$ cat src/rtl/updown_counter_param_if.sv
// Bus bundle for updown_counter_param: control inputs plus count/terminal/event outputs.
// The master side drives control; the slave side is the counter itself.
interface updown_counter_param_if #(
   parameter int unsigned WIDTH = 8
);
   logic             en;
   logic             up;
   logic             load;
   logic [WIDTH-1:0] load_val;
   logic             sat;
   logic [WIDTH-1:0] count;
   logic             tc;
   logic             wrap;
   logic             sat_hit;

   modport master (
      output en, up, load, load_val, sat,
      input  count, tc, wrap, sat_hit
   );

   modport slave (
      input  en, up, load, load_val, sat,
      output count, tc, wrap, sat_hit
   );
endinterface

$ cat src/rtl/updown_counter_param.sv
// Parametrised up/down counter with prescaler, parallel load, terminal count and wrap/saturate pulses.
// Saturation support is compiled in only when UPDOWN_COUNTER_SAT_EN is defined.
module updown_counter_param #(
   parameter int unsigned      WIDTH    = 8,
   parameter longint unsigned  MODULUS  = 256,
   parameter int unsigned      PRESCALE = 1
) (
   input logic                   clk,
   input logic                   reset,
   updown_counter_param_if.slave bus
);
   localparam int unsigned      PW      = (PRESCALE > 1) ? $clog2(PRESCALE) : 1;
   localparam logic [WIDTH-1:0] MAX_C   = WIDTH'(MODULUS - 1);
   localparam logic [PW-1:0]    PRE_MAX = PW'(PRESCALE - 1);

   logic [WIDTH-1:0] count_q, count_d;
   logic [PW-1:0]    pre_q, pre_d;
   logic             wrap_q, wrap_d;
   logic             at_end;
   logic             sat_mode;

`ifdef UPDOWN_COUNTER_SAT_EN
   logic sat_hit_q, sat_hit_d;

   assign sat_mode    = bus.sat;
   assign bus.sat_hit = sat_hit_q;
`else
   logic sat_unused;

   assign sat_mode    = 1'b0;
   assign sat_unused  = bus.sat;
   assign bus.sat_hit = 1'b0;
`endif

   // Range end in the current direction; doubles as the terminal-count output.
   assign at_end    = bus.up ? (count_q == MAX_C) : (count_q == '0);
   assign bus.tc    = at_end;
   assign bus.count = count_q;
   assign bus.wrap  = wrap_q;

   always_comb begin
      count_d = count_q;
      pre_d   = pre_q;
      wrap_d  = 1'b0;
`ifdef UPDOWN_COUNTER_SAT_EN
      sat_hit_d = 1'b0;
`endif
      if (bus.load) begin
         count_d = (bus.load_val > MAX_C) ? MAX_C : bus.load_val;
         pre_d   = '0;
      end else if (bus.en) begin
         if (pre_q != PRE_MAX) begin
            pre_d = pre_q + 1'b1;
         end else begin
            pre_d = '0;
            if (!at_end) begin
               count_d = bus.up ? (count_q + 1'b1) : (count_q - 1'b1);
            end else if (sat_mode) begin
`ifdef UPDOWN_COUNTER_SAT_EN
               sat_hit_d = 1'b1;
`endif
            end else begin
               count_d = bus.up ? '0 : MAX_C;
               wrap_d  = 1'b1;
            end
         end
      end
   end

   always_ff @(posedge clk) begin
      if (reset) begin
         count_q <= '0;
         pre_q   <= '0;
         wrap_q  <= 1'b0;
      end else begin
         count_q <= count_d;
         pre_q   <= pre_d;
         wrap_q  <= wrap_d;
      end
   end

`ifdef UPDOWN_COUNTER_SAT_EN
   always_ff @(posedge clk) begin
      if (reset) begin
         sat_hit_q <= 1'b0;
      end else begin
         sat_hit_q <= sat_hit_d;
      end
   end
`endif
endmodule

$ cat src/flat_wrapper.sv
// flat-port wrapper written by rule: the top's interface ports become plain ports
module updown_counter_param_flat 
#(
   parameter int unsigned      WIDTH    = 8,
   parameter longint unsigned  MODULUS  = 256,
   parameter int unsigned      PRESCALE = 1
)
  (clk, reset, bus_en, bus_up, bus_load, bus_load_val, bus_sat, bus_count, bus_tc, bus_wrap, bus_sat_hit);
  updown_counter_param_if #(.WIDTH(WIDTH)) bus_i ();
  input logic clk;
  input logic reset;
  input wire logic [$bits(bus_i.en)-1:0] bus_en;
  input wire logic [$bits(bus_i.up)-1:0] bus_up;
  input wire logic [$bits(bus_i.load)-1:0] bus_load;
  input wire logic [$bits(bus_i.load_val)-1:0] bus_load_val;
  input wire logic [$bits(bus_i.sat)-1:0] bus_sat;
  output wire logic [$bits(bus_i.count)-1:0] bus_count;
  output wire logic [$bits(bus_i.tc)-1:0] bus_tc;
  output wire logic [$bits(bus_i.wrap)-1:0] bus_wrap;
  output wire logic [$bits(bus_i.sat_hit)-1:0] bus_sat_hit;
  assign bus_i.en = bus_en;
  assign bus_i.up = bus_up;
  assign bus_i.load = bus_load;
  assign bus_i.load_val = bus_load_val;
  assign bus_i.sat = bus_sat;
  assign bus_count = bus_i.count;
  assign bus_tc = bus_i.tc;
  assign bus_wrap = bus_i.wrap;
  assign bus_sat_hit = bus_i.sat_hit;
  updown_counter_param #(.WIDTH(WIDTH), .MODULUS(MODULUS), .PRESCALE(PRESCALE)) u_core (.clk(clk), .reset(reset), .bus(bus_i));
endmodule
$ cat config.mk
export PLATFORM = sky130hd
export DESIGN_NAME = updown_counter_param_flat
export DESIGN_NICKNAME = d
export VERILOG_FILES = /design/src/rtl/updown_counter_param_if.sv /design/src/rtl/updown_counter_param.sv /design/src/flat_wrapper.sv
export SDC_FILE = /design/constraint.sdc
export NUM_CORES = 1
export LEC_CHECK = 0
export ABC_CLOCK_PERIOD_IN_PS = 1900
export CORE_AREA = 2 2 48 50
export DETAILED_ROUTE_END_ITERATION = 7
export DIE_AREA = 0 0 50 52
export PLACE_DENSITY = 0.84
export REMOVE_ABC_BUFFERS = 1
export SYNTH_ARGS = -nofsm -noshare
export SYNTH_HDL_FRONTEND = slang
export SYNTH_SLANG_ARGS = --single-unit
$ cat constraint.sdc
create_clock -name clk -period 1.9 [get_ports clk]
set_clock_uncertainty 0.15 [all_clocks]
set_input_delay 0.38 -clock clk [delete_from_list [all_inputs] [get_ports clk]]
set_output_delay 0.38 -clock clk [all_outputs]
set_load 0.005 [all_outputs]
==> impl_metrics.toml, run 1 <==
[cts]
ctsHoldBuffers = 0
clk_path_buf_depth = 2
numCtsBuffers = 3
htree_levels = 1
clock_latency_ns = 0.27
cts.clk_slew.worst_paths_ns = 0.07
tritoncts_num_sinks = 9
tritoncts = "yes"
root_buffer = "clkbuf_4"

[pwr]
p_total_w = 0.000862
powerDensity_nw_per_um2 = 583
leakagePower_nw = 0.642
peakVddDrop_v = 0.000303

[timing]
setup_viol = 5
period_needed_ns = 2.12
rsz0062_at_grt = "true"
timing.fmax_mhz = 472
setup_ws_ns = -0.221
period_share_pct = 112
hold_viol = 0
slew_violations = 0

[global_routing]
grt_max_degree = 17
grt_pass1_wl_um = 4930
grt_antenna_before_repair = 0
grt_pass1_vias = 1078
grt.total_usage_pct = 25.2
grt.overflow.total = 0

[worst_setup_path]
cp_slowest_stage_delay_ns = 0.55
rr_worst_depth = 7
cp.depth = 5
path_buf_inv = 2
critPathKind = "reg2out"
crit_fanout = 2
path_cells = "or4_4, nor3_4, a21oi_2, inv_1, buf_2"
arrival_ns = 1.59
cp-end-kind = "primary output"
cp-start-kind = "register"
cp_data_required_time_ns = 1.37
slowest_stage = "or4_4"
crit_family = "simple AND/OR/NAND/NOR gates"
r2r_setup_slack_ns = -0.18

[finish]
drive_gt1_share_pct = 47.2
num-fill-cells = 137
layout.nets = 183
syn_to_final_growth_pct = 81.6
antenna_cells = 0
final_cell_area_um2 = 1480

[routing]
via_count = 1032
wl_per_cell_um = 16.2
viasPerCell = 5.46
drtIter0Drc = 22
drc = 0
wirelength_um = 3050
drtAntennaViolNets = 0
first_pass_iters = 5

[die]
rows = 17
dieArea_um2 = 2600
core_area_um2 = 2110
start_util_pct = 38.7
io_pins = 25
die_w_um = 50
die_height_um = 52

[placement]
dp_hpwl_um = 1970
place_area_um2 = 1280
dp_slack_ns = -0.885
place.gp.congestion = 0.920
io_buffer_count = 22

[yosys]
synth_flop_cell = "dfxtp_1"
synthCells = 102
synth_async_sr_flop_share_pct = 0
synth-edff-count = 0
seq_area_frac_synth_pct = 22.1
ys_types = 37
synth_area_um2 = 815
avgSynthCellArea_um2 = 7.99
yosys_warnings = 0
synth-seq-cells = 9

[hold_path]
min_path_type = "reg2reg"
holdPathStages = 3

[status]
violations = "setup timing"
status = "finished with violations"

[job]
maxCapViolations = 0
==> registers in the layout, indices dropped and copies added (netlist names) <==
name and cells:
u_core.bus.wrap 1, u_core.bus.count 8
==> layout by cell type (no fill, tap or decap), types with 2 or more instances in the layout <==
cell	instances
xor2_1	2
nor3_2	3
a21oi_2	4
nor2b_1	2
nand2b_1	2
o21ai_1	2
clkbuf_4	3
xnor2_1	3
dfxtp_1	3
or4_4	2
o211ai_1	2
buf_2	2
nor2_1	13
a21oi_1	10
nor3_1	5
nand4_1	2
o21ai_0	2
inv_1	4
buf_4	34
dfxtp_2	5
clkdlybuf4s50_1	19
a21o_1	2
nand2_1	3
ha_4	4
buf_6	4
==> synth_stat cells, types with 2 or more instances <==
| cell type | n | area share, % |
|---|---|---|
| o211ai_1 | 2 | 1.8 |
| clkbuf_1 | 2 | 0.92 |
| nand2b_1 | 2 | 1.5 |
| nand4_1 | 2 | 1.5 |
| nand2_1 | 3 | 1.4 |
| nor2_1 | 13 | 6.0 |
| nor2b_1 | 2 | 1.5 |
| a21oi_2 | 2 | 2.2 |
| o21ai_0 | 4 | 2.5 |
| dfxtp_1 | 9 | 22 |
| inv_1 | 5 | 2.3 |
| xor2_1 | 3 | 3.2 |
| xnor2_1 | 3 | 3.2 |
| or4_4 | 2 | 2.8 |
| a21oi_1 | 13 | 8.0 |
| a211oi_1 | 2 | 1.8 |
| nor3_1 | 5 | 3.1 |
| a21o_1 | 2 | 1.8 |
| ha_1 | 6 | 9.2 |
| nor3_2 | 3 | 3.7 |
==> logic make-up (layout without fill, tap and decap cells) <==
kind of cell	count (synthesis)	in the layout	share of synthesized area [%]
AND/OR/NAND/NOR	37	37	27.2
XOR/XNOR	6	6	6.45
AO/OA/AOI/OAI	32	32	26.9
flip-flops	9	9	22.1
buffers and inverters	10	69	5.22
other	1	1	0.460
adder cells (fa/ha/maj)	7	7	11.7
==> metal layers <==
| layer | track usage [%] | part of all wire [%] | vias up |
|---|---|---|---|
| met5 | 0 | 0 | - |
| met4 | 11.6 | 1.8 | 0 |
| met3 | 4.60 | 5.2 | 9 |
| met1 | 27.1 | 40 | 487 |
| met2 | 47.4 | 53 | 48 |
| li1 | - | - | 488 |
==> stage by stage <==
stage                     cells  hold slack [ns]  utilization (%)  setup TNS, ns
after floorplan              97            0.296                -         -0.342
after global placement      178            0.472             60.7          -4.84
after detailed placement    178            0.485             60.7          -5.27
after CTS                   186            0.475             67.2         -0.344
after global routing        189            0.504             70.2         -0.905
final                       189            0.482             70.2         -0.533
==> repair_timing <==
| action | in CTS | in global routing |
|---|---|---|
| setup buffers | 5 | 3 |
| pin swaps | 17 | 11 |
| setup endpoints to repair | 9 | 7 |
| gates resized for setup | 32 | 8 |
==> final timing paths <==
| path | startpoint | to |
|---|---|---|
| worst max-delay path | u_core.bus.count[3] | bus_tc |
| worst min-delay path | u_core.bus.count[7] | u_core.bus.count[2] |
| worst max register to register | u_core.bus.count[1] | u_core.bus.count[6] |
| worst min register to register | u_core.bus.count[7] | u_core.bus.count[2] |
==> area by class of cell <==
type / count / area [um2] / area share, %
inverter: 5 / 21.3 / 1.44
clock buffer: 4 / 26.3 / 1.78
timing repair buffer: 60 / 513 / 34.7
tap: 28 / 35.0 / 2.37
multi-input combinational: 83 / 693 / 46.9
sequential: 9 / 190 / 12.9
==> tightest hold or removal path, stage by stage (launching register included) <==
cell     delay (ns)
dfxtp_2        0.36
nand2_1        0.07
a21oi_1        0.07
nor3_2         0.08
==> power by group <==
| group | switching [W] | internal (W) |
|---|---|---|
| Sequential | 0.0000201 | 0.000209 |
| Combinational | 0.000212 | 0.000261 |
| Clock | 0.0000782 | 0.0000813 |
(Power assumes the default switching activity.)
==> run 2, diff against run 1 <==
--- a/config.mk
+++ b/config.mk
@@ -5,7 +5,6 @@
 export SDC_FILE = /design/constraint.sdc
 export NUM_CORES = 1
 export LEC_CHECK = 0
-export ABC_CLOCK_PERIOD_IN_PS = 1900
 export CORE_AREA = 2 2 48 50
 export DETAILED_ROUTE_END_ITERATION = 7
 export DIE_AREA = 0 0 50 52
==> results of run 2 <==
The final DEF is identical to that of run 1; final timing and power are the same.
==> run 3, diff against run 2 <==
--- a/config.mk
+++ b/config.mk
@@ -8,6 +8,7 @@
 export CORE_AREA = 2 2 48 50
 export DETAILED_ROUTE_END_ITERATION = 7
 export DIE_AREA = 0 0 50 52
+export GPL_TIMING_DRIVEN = 0
 export PLACE_DENSITY = 0.84
 export REMOVE_ABC_BUFFERS = 1
 export SYNTH_ARGS = -nofsm -noshare
==> run 3 against run 2 <==
The run still ends with setup timing left. Combinational power decreased by 20%. Maximum frequency shrank 1.2%. Worst setup slack got worse by 0.027 ns.
==> impl_metrics.toml, run 3 (synthesis gave the netlist of run 1 again) <==
[timing]
rsz0062_at_grt = "true"
worstMarginPinSlew_ns = 0.581
slew_violations = 0
hold_viol = 0
period_needed_ns = 2.15
timing.fmax_mhz = 466
setup_viol = 4
slew_headroom_pct = 61.3
setup_ws_ns = -0.247
period_share_pct = 113

[finish]
drive_gt1_share_pct = 36.8
final_cell_mix = "19 x clkdlybuf4s50_1, 13 x nor2_1, 10 x a21oi_1"
antenna_cells = 0
syn_to_final_growth_pct = 59.0
final_common_cell = "clkdlybuf4s50_1"
layout.nets = 155
instances_no_fill = 161
largest_register_ffs = 8
num-fill-cells = 153

[status]
status = "finished with violations"
violations = "setup timing"

[routing]
wl_per_cell_um = 14.5
drc = 0
via_count = 891
first_pass_iters = 4
drtIter0Drc = 16
drtAntennaViolNets = 0
wirelength_um = 2330
viasPerCell = 5.53

[pwr]
peakVddDrop_v = 0.000288
leakagePower_nw = 0.494
powerDensity_nw_per_um2 = 590

[global_routing]
grt_max_degree = 18
grt.total_usage_pct = 18.5
grt_pass1_vias = 839
grt.overflow.total = 0
grt_antenna_before_repair = 0
grt_pass1_wl_um = 3660

[die]
die_w_um = 50
die_height_um = 52
start_util_pct = 38.7
dieArea_um2 = 2600
io_pins = 25
rows = 17
core_area_um2 = 2110

[placement]
dp_slack_ns = -1.15
dp.cells = 147
place.gp.congestion = 0.849
io_buffer_count = 22
dp_hpwl_um = 1570

[worst_setup_path]
cp-end-kind = "primary output"
crit_fanout = 4
arrival_ns = 1.62
critPathKind = "reg2out"
cp-start-kind = "register"
cp_data_required_time_ns = 1.37

[job]
maxCapViolations = 0

[cts]
root_buffer = "clkbuf_4"
htree_levels = 1
cts.clk_slew.worst_paths_ns = 0.06
clk_path_buf_depth = 2
tritoncts = "yes"
numCtsBuffers = 3
clock_latency_ns = 0.26
tritoncts_num_sinks = 9

[hold_path]
min_path_type = "in2reg"
-- run 3: cell types whose count changed in the layout (fill, tap and decap cells not counted), moves of 2 or more --
cell | before | now
buf_4 | 34 | 9
buf_6 | 4 | 2
dfxtp_1 | 3 | 1
dfxtp_2 | 5 | 2
dfxtp_4 | 1 | 6
-- run 3: where the power goes --
part	internal [W]	leakage (nW)	switching [W]
registers	0.000209	0.0787	0.0000300
logic	0.000202	0.401	0.000175
clock network	0.0000809	0.0150	0.0000667
-- run 3: worst max-delay path, cell delays in order (launching register included) --
cell,delay [ns]
dfxtp_4,0.36
or4_4,0.53
nor3_4,0.24
a21oi_4,0.06
inv_1,0.06
buf_2,0.10
-- run 3: per-layer routing --
layer  global-route usage [%]  vias to the layer above  wire length (um)
met3                     3.16                        0                91
met1                     18.9                      429               999
met4                     7.87                        0                 0
met2                     36.4                       28              1240
met5                        0                        -                 0
li1                         -                      434                 -
-- run 3: layout make-up --
class | count | area (um2) | area share [%]
repair buffers | 32 | 294 | 22.7
well taps | 28 | 35.0 | 2.71
inverters | 5 | 26.3 | 2.03
clock buffers | 4 | 26.3 | 2.03
flip-flops and latches | 9 | 205 | 15.8
multi-input cells | 83 | 708 | 54.7
-- run 3: final timing paths --
| kind | from | to | slack, ns | cells after the start |
|---|---|---|---|---|
| setup / recovery | u_core.bus.count[4] | bus_tc | -0.25 | 5 |
| setup reg to reg | u_core.bus.count[4] | u_core.bus.count[5] | -0.09 | 8 |
| hold reg to reg | u_core.bus.count[7] | u_core.bus.count[7] | 0.53 | 2 |
| hold / removal | bus_up | u_core.bus.count[7] | 0.47 | 4 |
-- run 3: per-stage QoR --
stage               setup TNS, ns  power [W]  util (%)  cell area (um2)  hold WS, ns
finish                     -0.436   0.000764      61.5             1290        0.471
global route               -0.711   0.000816      61.5             1290        0.495
CTS                        -0.279   0.000729      59.1             1240        0.485
detailed placement          -6.18   0.000516      49.7             1050        0.542
global placement            -5.58   0.000505      49.7             1050        0.535
floorplan                  -0.342   0.000407         -              791        0.296
-- run 3: timing repair --
item | CTS | global route
hold buffers | 0 | 0
endpoints found under the setup margin | 8 | 7
pin swaps | 11 | 9
hold endpoints to repair | 0 | 0
buffers inserted | 8 | 3
gates resized for setup | 38 | 11
